## src/rtl/pwm_regs_pkg.sv

```systemverilog
// Shared PWM register map and SPI command-byte layout.
// Used by the instruction decoder and the register file.
package pwm_regs_pkg;

   localparam logic [5:0] ADDR_PERIOD      = 6'h00;
   localparam logic [5:0] ADDR_COUNTER_EN  = 6'h02;
   localparam logic [5:0] ADDR_COMPARE1    = 6'h03;
   localparam logic [5:0] ADDR_COMPARE2    = 6'h05;
   localparam logic [5:0] ADDR_COUNTER_RST = 6'h07;
   localparam logic [5:0] ADDR_COUNTER_VAL = 6'h08;
   localparam logic [5:0] ADDR_PRESCALE    = 6'h0A;
   localparam logic [5:0] ADDR_UPNOTDOWN   = 6'h0B;
   localparam logic [5:0] ADDR_PWM_EN      = 6'h0C;
   localparam logic [5:0] ADDR_FUNCTIONS   = 6'h0D;

   localparam int CMD_RW_BIT = 7;
   localparam int CMD_HB_BIT = 6;

   function automatic logic addr_valid(input logic [5:0] a);
      logic ok;
      ok = 1'b0;
      unique case (1'b1)
         (a == ADDR_PERIOD),
         (a == ADDR_COUNTER_EN),
         (a == ADDR_COMPARE1),
         (a == ADDR_COMPARE2),
         (a == ADDR_COUNTER_RST),
         (a == ADDR_COUNTER_VAL),
         (a == ADDR_PRESCALE),
         (a == ADDR_UPNOTDOWN),
         (a == ADDR_PWM_EN),
         (a == ADDR_FUNCTIONS): ok = 1'b1;
         default: ok = 1'b0;
      endcase
      return ok;
   endfunction

   // counter_val is the only read-only register
   function automatic logic addr_writable(input logic [5:0] a);
      return addr_valid(a) && (a != ADDR_COUNTER_VAL);
   endfunction

endpackage

```

## src/rtl/instr_dcd.sv

```systemverilog
// SPI frame decoder: command byte + data byte -> register-file access.
// Ports: clk/rst_n, cs_n, byte_sync/data_in from bridge; data_read from
// regfile; read/write/addr/high_byte/data_write to regfile; data_out to
// bridge; cmd_err pulse on rejected command.
module instr_dcd
   import pwm_regs_pkg::*;
#(
   parameter int ADDR_W = 6,
   parameter int DATA_W = 8
) (
   input  logic              clk,
   input  logic              rst_n,
   input  logic              cs_n,
   input  logic              byte_sync,
   input  logic [DATA_W-1:0] data_in,
   input  logic [DATA_W-1:0] data_read,
   output logic              read,
   output logic              write,
   output logic [ADDR_W-1:0] addr,
   output logic              high_byte,
   output logic [DATA_W-1:0] data_write,
   output logic [DATA_W-1:0] data_out,
   output logic              cmd_err
);

   typedef enum logic {ST_CMD, ST_DATA} state_t;

   state_t r_state;
   state_t w_nxt;

   logic       r_is_wr;
   logic       r_valid;
   logic       r_rd_err;
   logic       w_take;
   logic       w_wr;
   logic       w_ok;
   logic [5:0] w_a;

   assign w_take = byte_sync && !cs_n;
   assign w_wr   = data_in[CMD_RW_BIT];
   assign w_a    = data_in[5:0];
   assign w_ok   = w_wr ? addr_writable(w_a) : addr_valid(w_a);

   always_comb begin
      w_nxt = r_state;
      if (cs_n) begin
         w_nxt = ST_CMD;
      end else if (byte_sync) begin
         unique case (r_state)
            ST_CMD:  w_nxt = ST_DATA;
            ST_DATA: w_nxt = ST_CMD;
            default: w_nxt = ST_CMD;
         endcase
      end
   end

   always_ff @(posedge clk) begin
      if (!rst_n) begin
         r_state <= ST_CMD;
      end else begin
         r_state <= w_nxt;
      end
   end

   always_ff @(posedge clk) begin
      if (!rst_n) begin
         read       <= 1'b0;
         write      <= 1'b0;
         cmd_err    <= 1'b0;
         addr       <= '0;
         high_byte  <= 1'b0;
         data_write <= '0;
         data_out   <= '0;
         r_is_wr    <= 1'b0;
         r_valid    <= 1'b0;
         r_rd_err   <= 1'b0;
      end else begin
         read     <= 1'b0;
         write    <= 1'b0;
         cmd_err  <= 1'b0;
         r_rd_err <= 1'b0;
         // read strobe was issued last cycle; regfile data is now valid
         if (read) begin
            data_out <= data_read;
         end else if (r_rd_err) begin
            data_out <= '0;
         end
         if (w_take && r_state == ST_CMD) begin
            addr      <= data_in[ADDR_W-1:0];
            high_byte <= data_in[CMD_HB_BIT];
            r_is_wr   <= w_wr;
            r_valid   <= w_ok;
            read      <= w_ok && !w_wr;
            cmd_err   <= !w_ok;
            r_rd_err  <= !w_ok && !w_wr;
         end
         if (w_take && r_state == ST_DATA) begin
            if (r_valid && r_is_wr) begin
               data_write <= data_in;
               write      <= 1'b1;
            end
         end
      end
   end

endmodule

```

## config.mk

```make
export PLATFORM = sky130hd
export DESIGN_NAME = instr_dcd
export DESIGN_NICKNAME = d
export VERILOG_FILES = /design/src/rtl/pwm_regs_pkg.sv /design/src/rtl/instr_dcd.sv
export SDC_FILE = /design/constraint.sdc
export NUM_CORES = 1
export LEC_CHECK = 0
export ABC_AREA = 0
export CORE_UTILIZATION = 40
export DETAILED_ROUTE_END_ITERATION = 10
export GPL_TIMING_DRIVEN = 1
export PLACE_DENSITY = 0.77
export SLEW_MARGIN = 20
export SYNTH_ARGS = -nofsm -noshare
export SYNTH_HDL_FRONTEND = slang
export SYNTH_SLANG_ARGS = --single-unit
export TNS_END_PERCENT = 10
```

## constraint.sdc

```tcl
create_clock -name clk -period 2.9 [get_ports clk]
set_input_delay 0.58 -clock clk [delete_from_list [all_inputs] [get_ports clk]]
set_output_delay 0.58 -clock clk [all_outputs]
set_load 0.02 [all_outputs]
```

# Word-level counts from Yosys, hierarchy flattened
# Cells that the tools add are included.
# totals
inputBits	20
output_inout_bits	26
ram_bits	0
mem_count	0
elab_cells	46
mem_bits_ro	0
ff_bits	30
latch_bits	0
# op_classes
n_eq_ne	10
mul	0
shift	0
order_cmp	0
div	0
n_bitwise	2
n_addsub	0
reduce_logical	17
n_mux	6
# op_table
cell	count
6-bit by 4-bit equality test with 1-bit output, second input constant	5
8-bit 2-to-1 mux	2
6-bit by 2-bit equality test with 1-bit output, second input constant	2
6-bit by 3-bit equality test with 1-bit output, second input constant	2
10-bit OR reduction	1
1-bit logical AND	7
6-bit logical NOT	1
6-bit by 4-bit != test with 1-bit output, second input constant	1
2-bit AND reduction	3
1-bit logical NOT	3
1-bit 2-to-1 mux	3
1-bit inverter	2
1-bit case mux with 2 select lines	1
2-bit nonzero test	1
2-bit OR reduction	1

# Depth between registers and ports, before layout
# Gate-level depths: netlist of run 1.
# depth
depth_word	7
ltp_mapped	5
mapped_depth_nobuf	3

# Worst setup path before layout of run 1
# Ideal clock, no wire load.
# synth_timing
path_kind	input port to flip-flop
from	input cs_n
to	register r_valid
required_ns	2.784
path_stages	4
setup_time_ns	0.116
slack_ns	1.370
t_arrival_ns	1.414
path_buffers	1
cell_sequence	or3b_1 -> buf_6 -> and3_4 -> a41o_1
# synth_between
elab_chain_len	3
# synth_lines
element	line_no	rtl
start: declaration	instr_dcd.sv:13	input logic cs_n,
1-bit logical NOT	instr_dcd.sv:39	assign w_take = byte_sync && !cs_n;
1-bit logical AND	instr_dcd.sv:39	
1-bit logical AND	instr_dcd.sv:88	if (w_take && r_state == ST_CMD) begin
end signal: assignment	instr_dcd.sv:92	r_valid <= w_ok;
end: declaration	instr_dcd.sv:32	logic r_valid;
# No other way between the ends.
# A chain may end at the register's enable or synchronous reset.

# Final worst setup path of run 1
# layout_timing
from	register read
to	output read
# layout_lines
element	line_no	rtl
start: declaration	instr_dcd.sv:17	output logic read,
start signal: assignment	instr_dcd.sv:93	read <= w_ok && !w_wr;
# No word-level cell between the ends.

==> out/results.ini, run 1 <==
[detailed_routing]
antenna_left=0
drtIter0Drc=36
drt_first_pass_iters=4
wirelength_mm=2.87
drc=0
wl_per_cell_um=13.8
vias=1121
post_drt_via_cell_ratio=5.39
wl_met2_mm=1.52
topRoutingLayerUsed=met4
wl_met3_um=174
met1_length_mm=1.16

[finish]
layout_common_cells=clkdlybuf4s50_1, dfxtp_1, a21oi_1
utilization_pct=62.3
final_cell_count_no_fill=208
final_cell_area_um2=1720
fin_nets=196
antenna_cells=0
final_common_cell=clkdlybuf4s50_1
syn_to_final_growth_pct=48.4
n_fill_cell=252
drive_above_1_share_pct=7.34

[placed_design]
gp_congestion=0.787
dp_cells=200
place_ws_ps=718
hpwlAfterDp_mm=2.08
io_buffers=45
dpl_cell_area_um2=1610

[sta]
hold_slack_ps=458
finalCriticalPeriod_ps=2250
finalHoldViolCount=0
final.setup_skew_ps=12.6
rsz0062_at_grt=false
period_share_pct=77.5
slew_viol_final=0
slew_headroom_pct=53.5
finalSetupViolations=0
fin_ws_ps=653
setup_tns_ps=0
worstMarginPinSlew_ps=693
fmax_mhz=445

[job]
max_cap_violations=0

[critical_path]
critPathMaxFanout=17
crit_chain=clkdlybuf4s50_1
worstPathRequired_ps=2320
end_kind=output port
start_kind=register
path_delay_family=buffers and inverters
cp.arrival_ps=1670
critPathBufInv=1
path_class=register to output port
cpPeakStageDelay_ps=700
critPathSlowestCell=clkdlybuf4s50_1

[pwr]
intPower_uw=754
pwr-share-seq_pct=45.2
power_switching_uw=191
comb_power_share_pct=8.7
power_frac_clock_pct=46.1
p_sw_share_pct=20.2
ir_drop_mv=0.546
p_leak_nw=0.598
power_density_nw_per_um2=550
power_uw=945

[global_route]
antenna_found_initial=0
grt_pass1_wl_mm=4.81
grt_util_all_layers_pct=20.0
grt_pass1_vias=1112
overflow=0
grt_max_degree=27

[worst_hold_path]
hold_class=register to register

[floorplanning]
dieArea_um2=3110
die_x_um=55.8
die_h_um=55.8
fp-row-count=19
start_util_pct=42.0
core_um2=2760
io_pins=46

[synth]
yosys.area.top_type=dfxtp_1
yosys_warnings=0
synthTopCellsByArea=dfxtp_1, a21oi_1, nor3b_1, nand2_1, nand3_1
synth_area_um2=1160
ys_ff_latch=30
yosysUniqueCellTypes=25
ys_seq_area_share_pct=51.9
yosys.area.top_type_share_pct=51.9
synthCells=132
syn_nets=152
synth.avg_cell_area_um2=8.77

[cts]
cts_setup_buffers=0
holdBufCountCts=0
cts_tree=built
clock_sinks=30
max-clock-path-buffers=2
cts_buffers=5
clk_pin_slew_worst_paths_ps=90
cts_resized=0
root_buffer=clkbuf_4
clk_latency_ps=330
htree_levels=2

[status]
run_status=complete, no violations

==> cells in the mapped netlist (all sizes together) <==
library cell,n
a21oi,25
a311oi,1
a41o,1
and3,1
and4b,1
buf,2
clkbuf,6
clkinv,1
dfxtp,30
inv,1
nand2,17
nand2b,2
nand3,8
nand4b,2
nor2,8
nor3,3
nor3b,11
nor4,1
o21ai,8
or2,1
or3b,1
xnor2,1
==> power groups by stage <==
stage	logic, mW	clock network (mW)	registers [mW]
floorplan	0.0294	0	0.440
global placement	0.0793	0	0.436
detailed placement	0.0812	0	0.436
finish	0.0819	0.436	0.427
CTS	0.0820	0.443	0.427
global route	0.0880	0.463	0.428
==> kinds of logic after synthesis <==
logic type             after synthesis  synth area share (%)
AND/OR/NAND/NOR                     56                  26.8
flip-flops                          30                  51.9
buffers and inverters               10                  4.11
XOR/XNOR                             1                 0.757
AO/OA/AOI/OAI                       35                  16.4
==> registers in the layout, summed over array words and instances, names as in the netlist <==
| register | flops |
|---|---|
| read | 1 |
| r_valid | 1 |
| data_write | 8 |
| data_out | 8 |
| addr | 6 |
| cmd_err | 1 |
| high_byte | 1 |
| r_state | 1 |
| write | 1 |
| r_is_wr | 1 |
| r_rd_err | 1 |
==> layer usage <==
layer / GRT usage (%) / vias to the layer above
li1: - / 549
met1: 21.1 / 528
met2: 36.0 / 42
met3: 8.14 / 2
met4: 6.07 / 0
met5: 0 / -
==> worst paths after layout <==
| kind | start | to | slack [ps] | cells after the start |
|---|---|---|---|---|
| max | read | read | 650 | 1 |
| min | addr[4] | addr[4] | 460 | 2 |
| max reg2reg | r_state | r_valid | 1370 | 3 |
| min reg2reg | addr[4] | addr[4] | 460 | 2 |
==> final cells by class <==
cell class	instances	area [um^2]	share of cell area (%)
repair buffers	45	450	26.2
inverters	2	7.51	0.437
well taps	31	38.8	2.26
flip-flops and latches	30	601	35.0
clock buffers	6	51.3	2.99
clock inverters	2	60.1	3.50
multi-input cells	92	509	29.6
Power figures use the tool's default switching activity.
==> inputs of run 2 (changes only) <==
--- a/config.mk
+++ b/config.mk
@@ -6,10 +6,10 @@
 export NUM_CORES = 1
 export LEC_CHECK = 0
 export ABC_AREA = 0
-export CORE_UTILIZATION = 40
+export CORE_UTILIZATION = 38
 export DETAILED_ROUTE_END_ITERATION = 10
 export GPL_TIMING_DRIVEN = 1
-export PLACE_DENSITY = 0.77
+export PLACE_DENSITY = 0.76
 export SLEW_MARGIN = 20
 export SYNTH_ARGS = -nofsm -noshare
 export SYNTH_HDL_FRONTEND = slang
==> constraint.sdc (replaced) <==
create_clock -name clk -period 2 [get_ports clk]
set_input_delay 0.4 -clock clk [delete_from_list [all_inputs] [get_ports clk]]
set_output_delay 0.4 -clock clk [all_outputs]
set_load 0.02 [all_outputs]
==> out/results.ini, run 2 (synthesis results as in run 1) <==
[status]
run_status=finished, violations left
failed_checks=DRC

[cts]
cts_resized=0
clock_sinks=30
clk_latency_ps=330
cts_setup_buffers=0
clk_pin_slew_worst_paths_ps=90
holdBufCountCts=0
cts_buffers=5
htree_levels=2
root_buffer=clkbuf_4
max-clock-path-buffers=2
cts_tree=built

[critical_path]
crit_chain=clkdlybuf4s50_1
critPathSlowestCell=clkdlybuf4s50_1
critPathMaxFanout=2
cpPeakStageDelay_ps=620
critPathBufInv=1
path_class=register to output port
start_kind=register
end_kind=output port
worstPathRequired_ps=1600
cp.arrival_ps=1300
path_delay_family=buffers and inverters

[floorplanning]
die_h_um=57.2
start_util_pct=40.9
core_um2=2830
dieArea_um2=3270
fp-row-count=19
die_x_um=57.2
io_pins=46

[detailed_routing]
vias=1120
wirelength_mm=2.80
drtIter0Drc=40
post_drt_via_cell_ratio=5.26
wl_per_cell_um=13.2
antenna_left=0
drt_first_pass_iters=9
drc=5

[sta]
slew_viol_final=0
finalSetupViolations=0
final.setup_skew_ps=6.99
fin_ws_ps=299
rsz0062_at_grt=false
period_share_pct=85.1
finalHoldViolCount=0
setup_tns_ps=0
slew_headroom_pct=74.8
fmax_mhz=588
finalCriticalPeriod_ps=1700
worstMarginPinSlew_ps=378

[placed_design]
gp_congestion=0.829
place_ws_ps=170
hpwlAfterDp_mm=2.07
io_buffers=45
dp_cells=205

[global_route]
antenna_found_initial=0
grt_pass1_wl_mm=4.56
overflow=0
grt_max_degree=17
grt_util_all_layers_pct=18.4
grt_pass1_vias=1036

[finish]
syn_to_final_growth_pct=51.7
layout_common_cells=clkdlybuf4s50_1, dfxtp_1, a21oi_1
n_fill_cell=250
utilization_pct=62.1
final_cell_count_no_fill=213
fin_nets=201
final_common_cell=clkdlybuf4s50_1
antenna_cells=0
drive_above_1_share_pct=9.89
largestRegisters=data_out: 8 flops, data_write: 8 flops, addr: 6 flops

[pwr]
ir_drop_mv=0.698
p_leak_nw=0.623
power_density_nw_per_um2=784

[worst_hold_path]
hold_class=register to register

[job]
max_cap_violations=0

[run 2: cell types whose count changed in the layout (fill, tap and decap cells not counted)]
| cell | delta |
|---|---|
| buf_4 | +5 |
[run 2: metal layers]
layer	global-route usage [%]	vias up	routed length (um)	part of all wire, %
li1	-	560	-	-
met1	20.5	510	1210	43
met2	32.1	44	1330	47
met3	5.67	6	224	8.0
met4	8.71	0	46	1.6
met5	0	-	0	0
[run 2: area by class of cell]
type	instances	area [um^2]	share of cell area [%]
Clock buffer	6	51.3	2.92
Inverter	2	7.51	0.428
Tap cell	31	38.8	2.21
Multi-Input combinational cell	92	509	29.0
Timing Repair Buffer	50	488	27.8
Sequential cell	30	601	34.2
Clock inverter	2	60.1	3.42
[run 2: path summary, 6_finish.rpt]
check | from | to | slack, ps | cells past startpoint
setup reg to reg | r_state | r_valid | 650 | 3
hold reg to reg | addr[5] | addr[5] | 470 | 2
hold / removal | addr[5] | addr[5] | 470 | 2
setup / recovery | data_write[1] | data_write[1] | 300 | 1
[run 2: through the flow]
step	total power, mW	hold slack, ps	area [um^2]
4_1_cts	1.39	468	1760
3_3_place_gp	0.753	444	1640
6_report	1.38	468	1760
2_1_floorplan	0.680	445	1160
3_5_place_dp	0.757	456	1640
5_1_grt	1.43	487	1760
[run 2: report_power, final]
| group | internal, mW | switching (mW) |
|---|---|---|
| combinational | 0.0670 | 0.0594 |
| sequential | 0.608 | 0.00942 |
| clock | 0.423 | 0.209 |
| total | 1.10 | 0.278 |
